`config.mk`:
```
export PLATFORM = sky130hd
export DESIGN_NAME = serial_adder
export DESIGN_NICKNAME = d
export VERILOG_FILES = /design/src/rtl/serial_adder_pkg.sv /design/src/rtl/serial_adder_fulladder.sv /design/src/rtl/serial_adder.sv
export SDC_FILE = /design/constraint.sdc
export NUM_CORES = 1
export LEC_CHECK = 0
export ABC_AREA = 1
export CAP_MARGIN = 20
export CELL_PAD_IN_SITES_DETAIL_PLACEMENT = 1
export CELL_PAD_IN_SITES_GLOBAL_PLACEMENT = 1
export CORE_ASPECT_RATIO = 0.9
export CORE_MARGIN = 1.5
export CORE_UTILIZATION = 34
export CTS_CLUSTER_DIAMETER = 60
export DETAILED_ROUTE_END_ITERATION = 6
export PLACE_DENSITY_LB_ADDON = 0.08
export SYNTH_ARGS = -nofsm -noshare
export SYNTH_HDL_FRONTEND = slang
export SYNTH_HIERARCHICAL = 1
export SYNTH_SLANG_ARGS = --single-unit
export TNS_END_PERCENT = 30
```
`constraint.sdc`:
```
create_clock -name clk -period 1.3 [get_ports clk]
set_input_delay 0.26 -clock clk [delete_from_list [all_inputs] [get_ports clk]]
set_output_delay 0.26 -clock clk [all_outputs]
set_load 0.005 [all_outputs]
```
`src/rtl/serial_adder_pkg.sv`:
```
// Shared definitions for the bit-serial adder: FSM state encoding,
// width limits and the counter sizing helper.
package serial_adder_pkg;

  // Default and legal operand widths
  localparam int unsigned SA_WIDTH_DEFAULT = 8;
  localparam int unsigned SA_WIDTH_MIN     = 2;
  localparam int unsigned SA_WIDTH_MAX     = 32;

  // Controller states; DONE lasts exactly one cycle
  typedef enum logic [1:0] {
    ST_IDLE = 2'd0,
    ST_RUN  = 2'd1,
    ST_DONE = 2'd2
  } sa_state_e;

  // Bit-index counter width: enough to hold 0..width-1
  function automatic int unsigned sa_cnt_width(input int unsigned width);
    int unsigned w;
    if (width < SA_WIDTH_MIN) begin
      w = 1;
    end else begin
      w = $clog2(width);
    end
    return w;
  endfunction

endpackage

```
`src/rtl/serial_adder_fulladder.sv`:
```
// Single-bit full adder cell used as the arithmetic core of the serial adder.
module fulladder (
  input  logic a,
  input  logic b,
  input  logic cin,
  output logic sum,
  output logic cout
);

  logic w_axb;

  assign w_axb = a ^ b;
  assign sum   = w_axb ^ cin;
  assign cout  = (a & b) | (cin & w_axb);

endmodule

```
`src/rtl/serial_adder.sv`:
```
// Bit-serial ripple adder: one bit pair per clock, LSB first, through a
// single full-adder cell. Result and carry-out are registered and held
// until the next completion, with a one-cycle done strobe.
module serial_adder
  import serial_adder_pkg::*;
#(
  parameter int unsigned WIDTH = SA_WIDTH_DEFAULT
) (
  input  logic             clk,
  input  logic             rst,
  input  logic             start,
  input  logic [WIDTH-1:0] a,
  input  logic [WIDTH-1:0] b,
  input  logic             cin,
  output logic             busy,
  output logic             done,
  output logic [WIDTH-1:0] sum,
  output logic             cout
);

  localparam int unsigned          CNT_W    = sa_cnt_width(WIDTH);
  localparam logic [CNT_W-1:0]     CNT_ONE  = CNT_W'(1);
  localparam logic [CNT_W-1:0]     CNT_LAST = CNT_W'(WIDTH - 1);

  sa_state_e          r_state;
  logic [WIDTH-1:0]   r_a_sr;
  logic [WIDTH-1:0]   r_b_sr;
  // Partial-sum shifter keeps only the upper WIDTH-1 bits: the lowest bit
  // of a full-width shifter would be shifted out before it is ever read.
  logic [WIDTH-2:0]   r_s_sr;
  logic               r_carry;
  logic [CNT_W-1:0]   r_count;
  logic               r_busy;
  logic               r_done;
  logic [WIDTH-1:0]   r_sum;
  logic               r_cout;

  logic               w_s;
  logic               w_co;
  logic [WIDTH-1:0]   w_sum_next;
  logic               w_last_bit;

  // Full-adder cell on the current LSB pair and the stored carry
  fulladder u_fa (r_a_sr[0], r_b_sr[0], r_carry, w_s, w_co);

  // New sum bit enters at the top; after the last bit this is the full result
  assign w_sum_next = {w_s, r_s_sr};
  assign w_last_bit = (r_count == CNT_LAST);

  // Controller, datapath shifters and registered outputs
  always_ff @(posedge clk) begin
    if (rst) begin
      r_state <= ST_IDLE;
      r_a_sr  <= {WIDTH{1'b0}};
      r_b_sr  <= {WIDTH{1'b0}};
      r_s_sr  <= {(WIDTH-1){1'b0}};
      r_carry <= 1'b0;
      r_count <= {CNT_W{1'b0}};
      r_busy  <= 1'b0;
      r_done  <= 1'b0;
      r_sum   <= {WIDTH{1'b0}};
      r_cout  <= 1'b0;
    end else begin
      case (r_state)
        ST_IDLE, ST_DONE: begin
          r_done <= 1'b0;
          if (start) begin
            r_a_sr  <= a;
            r_b_sr  <= b;
            r_carry <= cin;
            r_count <= {CNT_W{1'b0}};
            r_busy  <= 1'b1;
            r_state <= ST_RUN;
          end else begin
            r_busy  <= 1'b0;
            r_state <= ST_IDLE;
          end
        end
        ST_RUN: begin
          r_s_sr  <= w_sum_next[WIDTH-1:1];
          r_a_sr  <= {1'b0, r_a_sr[WIDTH-1:1]};
          r_b_sr  <= {1'b0, r_b_sr[WIDTH-1:1]};
          r_carry <= w_co;
          r_count <= r_count + CNT_ONE;
          if (w_last_bit) begin
            r_sum   <= w_sum_next;
            r_cout  <= w_co;
            r_busy  <= 1'b0;
            r_done  <= 1'b1;
            r_state <= ST_DONE;
          end else begin
            r_busy  <= 1'b1;
            r_done  <= 1'b0;
            r_state <= ST_RUN;
          end
        end
        default: begin
          r_busy  <= 1'b0;
          r_done  <= 1'b0;
          r_state <= ST_IDLE;
        end
      endcase
    end
  end

  assign busy = r_busy;
  assign done = r_done;
  assign sum  = r_sum;
  assign cout = r_cout;

endmodule
```
==> flow_summary.ini <==
[setup_path]
cp.required_ns = 1.53
r2r-end = sum[4]$_SDFFE_PP0P_
r2r_start = r_count[0]$_SDFFE_PP0P_
crit_fanout = 5
slowest_stage = dfxtp_1
start_kind = flop
r2r_slack_ns = 0.11
reg2reg_depth = 5
cp-startpoint = r_count[0]$_SDFFE_PP0P_
arrival_ns = 1.42
critPathKind = reg -> reg
critPathCaptureType = flop
cp_cell_sequence = ha_1 -> ha_4 -> buf_4 -> nand3_1 -> a21oi_1
critical_path.max_stage_delay_ns = 0.36

[drt]
drc = 0
wirelength_um = 4250
vias_per_cell = 4.67
drt_iter0_markers = 59
post_drt_wl_per_cell_um = 12.0
firstDrtPassIters = 4
ant_nets = 0
vias = 1653

[synthesis]
synth_seq_cells = 39
synth_top_family_by_area = simple AND/OR/NAND/NOR gates
synth_fa_ha_area_share_pct = 2.48
synth_compound_area_share_pct = 6.89
synth_xor_area_share_pct = 0
ys_warn_count = 6
synth.area.mux_share_pct = 0
synthesis.nets = 274
yosysSeqAreaShare_pct = 43.0
avgSynthCellArea_um2 = 7.24
synth_edf_count = 0
yosys.cell_count.top_type = nand2_1
ys_types = 22
yosysTopAreaCell = dfxtp_1
syn-cell-area_um2 = 1820
synth_top_cell_area_share_pct = 43.0
ys_top_cells_by_count = nand2_1 (44), nand3_1 (40), dfxtp_1 (39)
synth.area.top_cells = dfxtp_1 (43%), nand3_1 (11%), nand2_1 (9.1%)
synthArstFlopShare_pct = 0
yosys.area_share.simple_pct = 32.7
ys.flop_type = dfxtp_1
syn-instance-count = 251

[global_routing]
antenna_found_initial = 0
grt_max_degree = 18
grt_pass1_wl_um = 7260
grt_pass1_vias = 1632
grtUsageTotal_pct = 16.1
grt_overflow_total = 0

[clock_network]
hold_buffers = 0
cts.reportedPaths.clkPinSlew_ns = 0.09
cts_tree = built
clock_latency_ns = 0.30
root_buffer = clkbuf_8
clock_sinks = 39
clock_path_buffers = 2
cts_inserted_buffers = 5
htree_levels = 2

[sta]
maxSlewViolCount = 0
holdWs_ns = 0.460
max_freq_ghz = 0.839
worst_pin_slew_ns = 0.202
hold_viol_final = 0
setup_ws_ns = 0.109
setup_viol = 0
period_share_pct = 91.7
setup_tns_ns = 0
period_needed_ns = 1.19
rsz0062_at_grt = true
fin_worst_skew_ns = 0.00975
slew_headroom_pct = 86.5

[outcome]
status = completed

[place]
dp_hpwl_um = 3000
gp_congestion = 0.729
portBuffers = 30
dp_cells = 345
place_area_um2 = 2250
post-place-ws_ns = -0.0962

[power_and_ir_drop]
finalPower_mw = 2.67
power-per-cell-area_nw_per_um2 = 1130
leakagePower_nw = 1.11
ir_drop_uv = 641

[flow_run]
cap_violations = 0

[final_layout]
nets = 309
syn_to_final_growth_pct = 30.0
drive_above_1_share_pct = 14.3
num_antenna_cells = 0
fin_util_pct = 45.5
layout.cells.non_filler = 354
post-route-cell-area_um2 = 2360

[die]
initial_core_util_pct = 35.0
die_h_um = 72.3
core.rowCount = 25
die_area_um2 = 5790
io_pins = 31
die_w_um = 80.1
core_area_um2 = 5190

[hold_path]
hold_end = sum[1]$_SDFFE_PP0P_
hold_depth = 2
min-delay-start = r_s_sr[1]$_SDFFE_PP0N_
hold_class = reg -> reg
cells in the final DEF, fill, tap and decap left out:
cell type        instances
nand2_1                 44
nand3_1                 40
inv_1                   35
dfxtp_1                 32
nor2_1                  21
clkdlybuf4s50_1         19
nor3_1                  15
a21oi_1                 14
dlygate4sd2_1           11
buf_4                    9
o21ai_0                  7
dfxtp_2                  6
clkbuf_8                 5
buf_12                   5
o21ai_1                  4
inv_2                    3
nand3b_1                 3
nand2_2                  2
clkinvlp_4               2
inv_4                    1
nor2_4                   1
nand3_4                  1
nand2_4                  1
ha_1                     1
ha_4                     1
inv_6                    1
buf_6                    1
dfxtp_4                  1
fa_2                     1
routing by layer:
layer  up-vias  track usage (%)  wire length [um]
met4         0             5.75                68
met5         -                0                 0
met1       757             20.2              2040
met3         8             3.40               183
li1        855                -                 -
met2        33             27.4              1960
power breakdown:
group | internal [mW] | leakage [nW] | total, mW | switching [mW]
Sequential | 1.27 | 0.324 | 1.31 | 0.0380
Clock | 0.384 | 0.0408 | 0.866 | 0.482
Combinational | 0.235 | 0.750 | 0.492 | 0.258
Total | 1.89 | 1.11 | 2.67 | 0.778
how the worst max path moves through the flow:
stage,cells after the start,to,slack [ns]
final,5,sum[4]$_SDFFE_PP0P_,0.11
after global routing,5,sum[4]$_SDFFE_PP0P_,-0.004
after CTS,5,sum[4]$_SDFFE_PP0P_,0.02
after detailed placement,5,r_a_sr[0]$_SDFFE_PP0P_,-0.1
after global placement,5,r_carry$_SDFFE_PP0P_,-0.06
after floorplan,6,sum[2]$_SDFFE_PP0P_,0.04
state kept, by name (all words and copies together), names as in the netlist:
signal	flops
sum	8
r_s_sr	7
r_count	3
r_a_sr	8
r_b_sr	8
cout	1
r_state	2
r_carry	1
done	1
area by class of cell:
type / instances / area (um2)
Fill cell: 681 / 2830
Sequential cell: 39 / 792
Inverter: 39 / 149
Clock inverter: 3 / 23.8
Multi-Input combinational cell: 156 / 779
Clock buffer: 5 / 68.8
Tap cell: 67 / 83.8
Timing Repair Buffer: 45 / 465
logic make-up (layout without fill, tap and decap cells):
group | count (synthesis) | after routing
AND/OR/NAND/NOR | 128 | 128
buffers and inverters | 56 | 92
flip-flops | 39 | 39
AO/OA/AOI/OAI | 25 | 25
adder cells (fa/ha/maj) | 3 | 3
worst max-delay path: cells and delay by family, from the launching register on:
kind | cells | cell delay, ns
fa+ha+maj | 2 | 0.38
simple gates | 1 | 0.10
flops | 1 | 0.36
compound gates | 1 | 0.15
buf+inv | 1 | 0.14
repair_timing:
item                                    in CTS  in global routing
setup buffers                                1                  0
hold endpoints to repair                     0                  0
endpoints found under the setup margin      11                  8
gates resized for setup                     19                  4
Note: power is estimated with default switching activity, not from simulation.
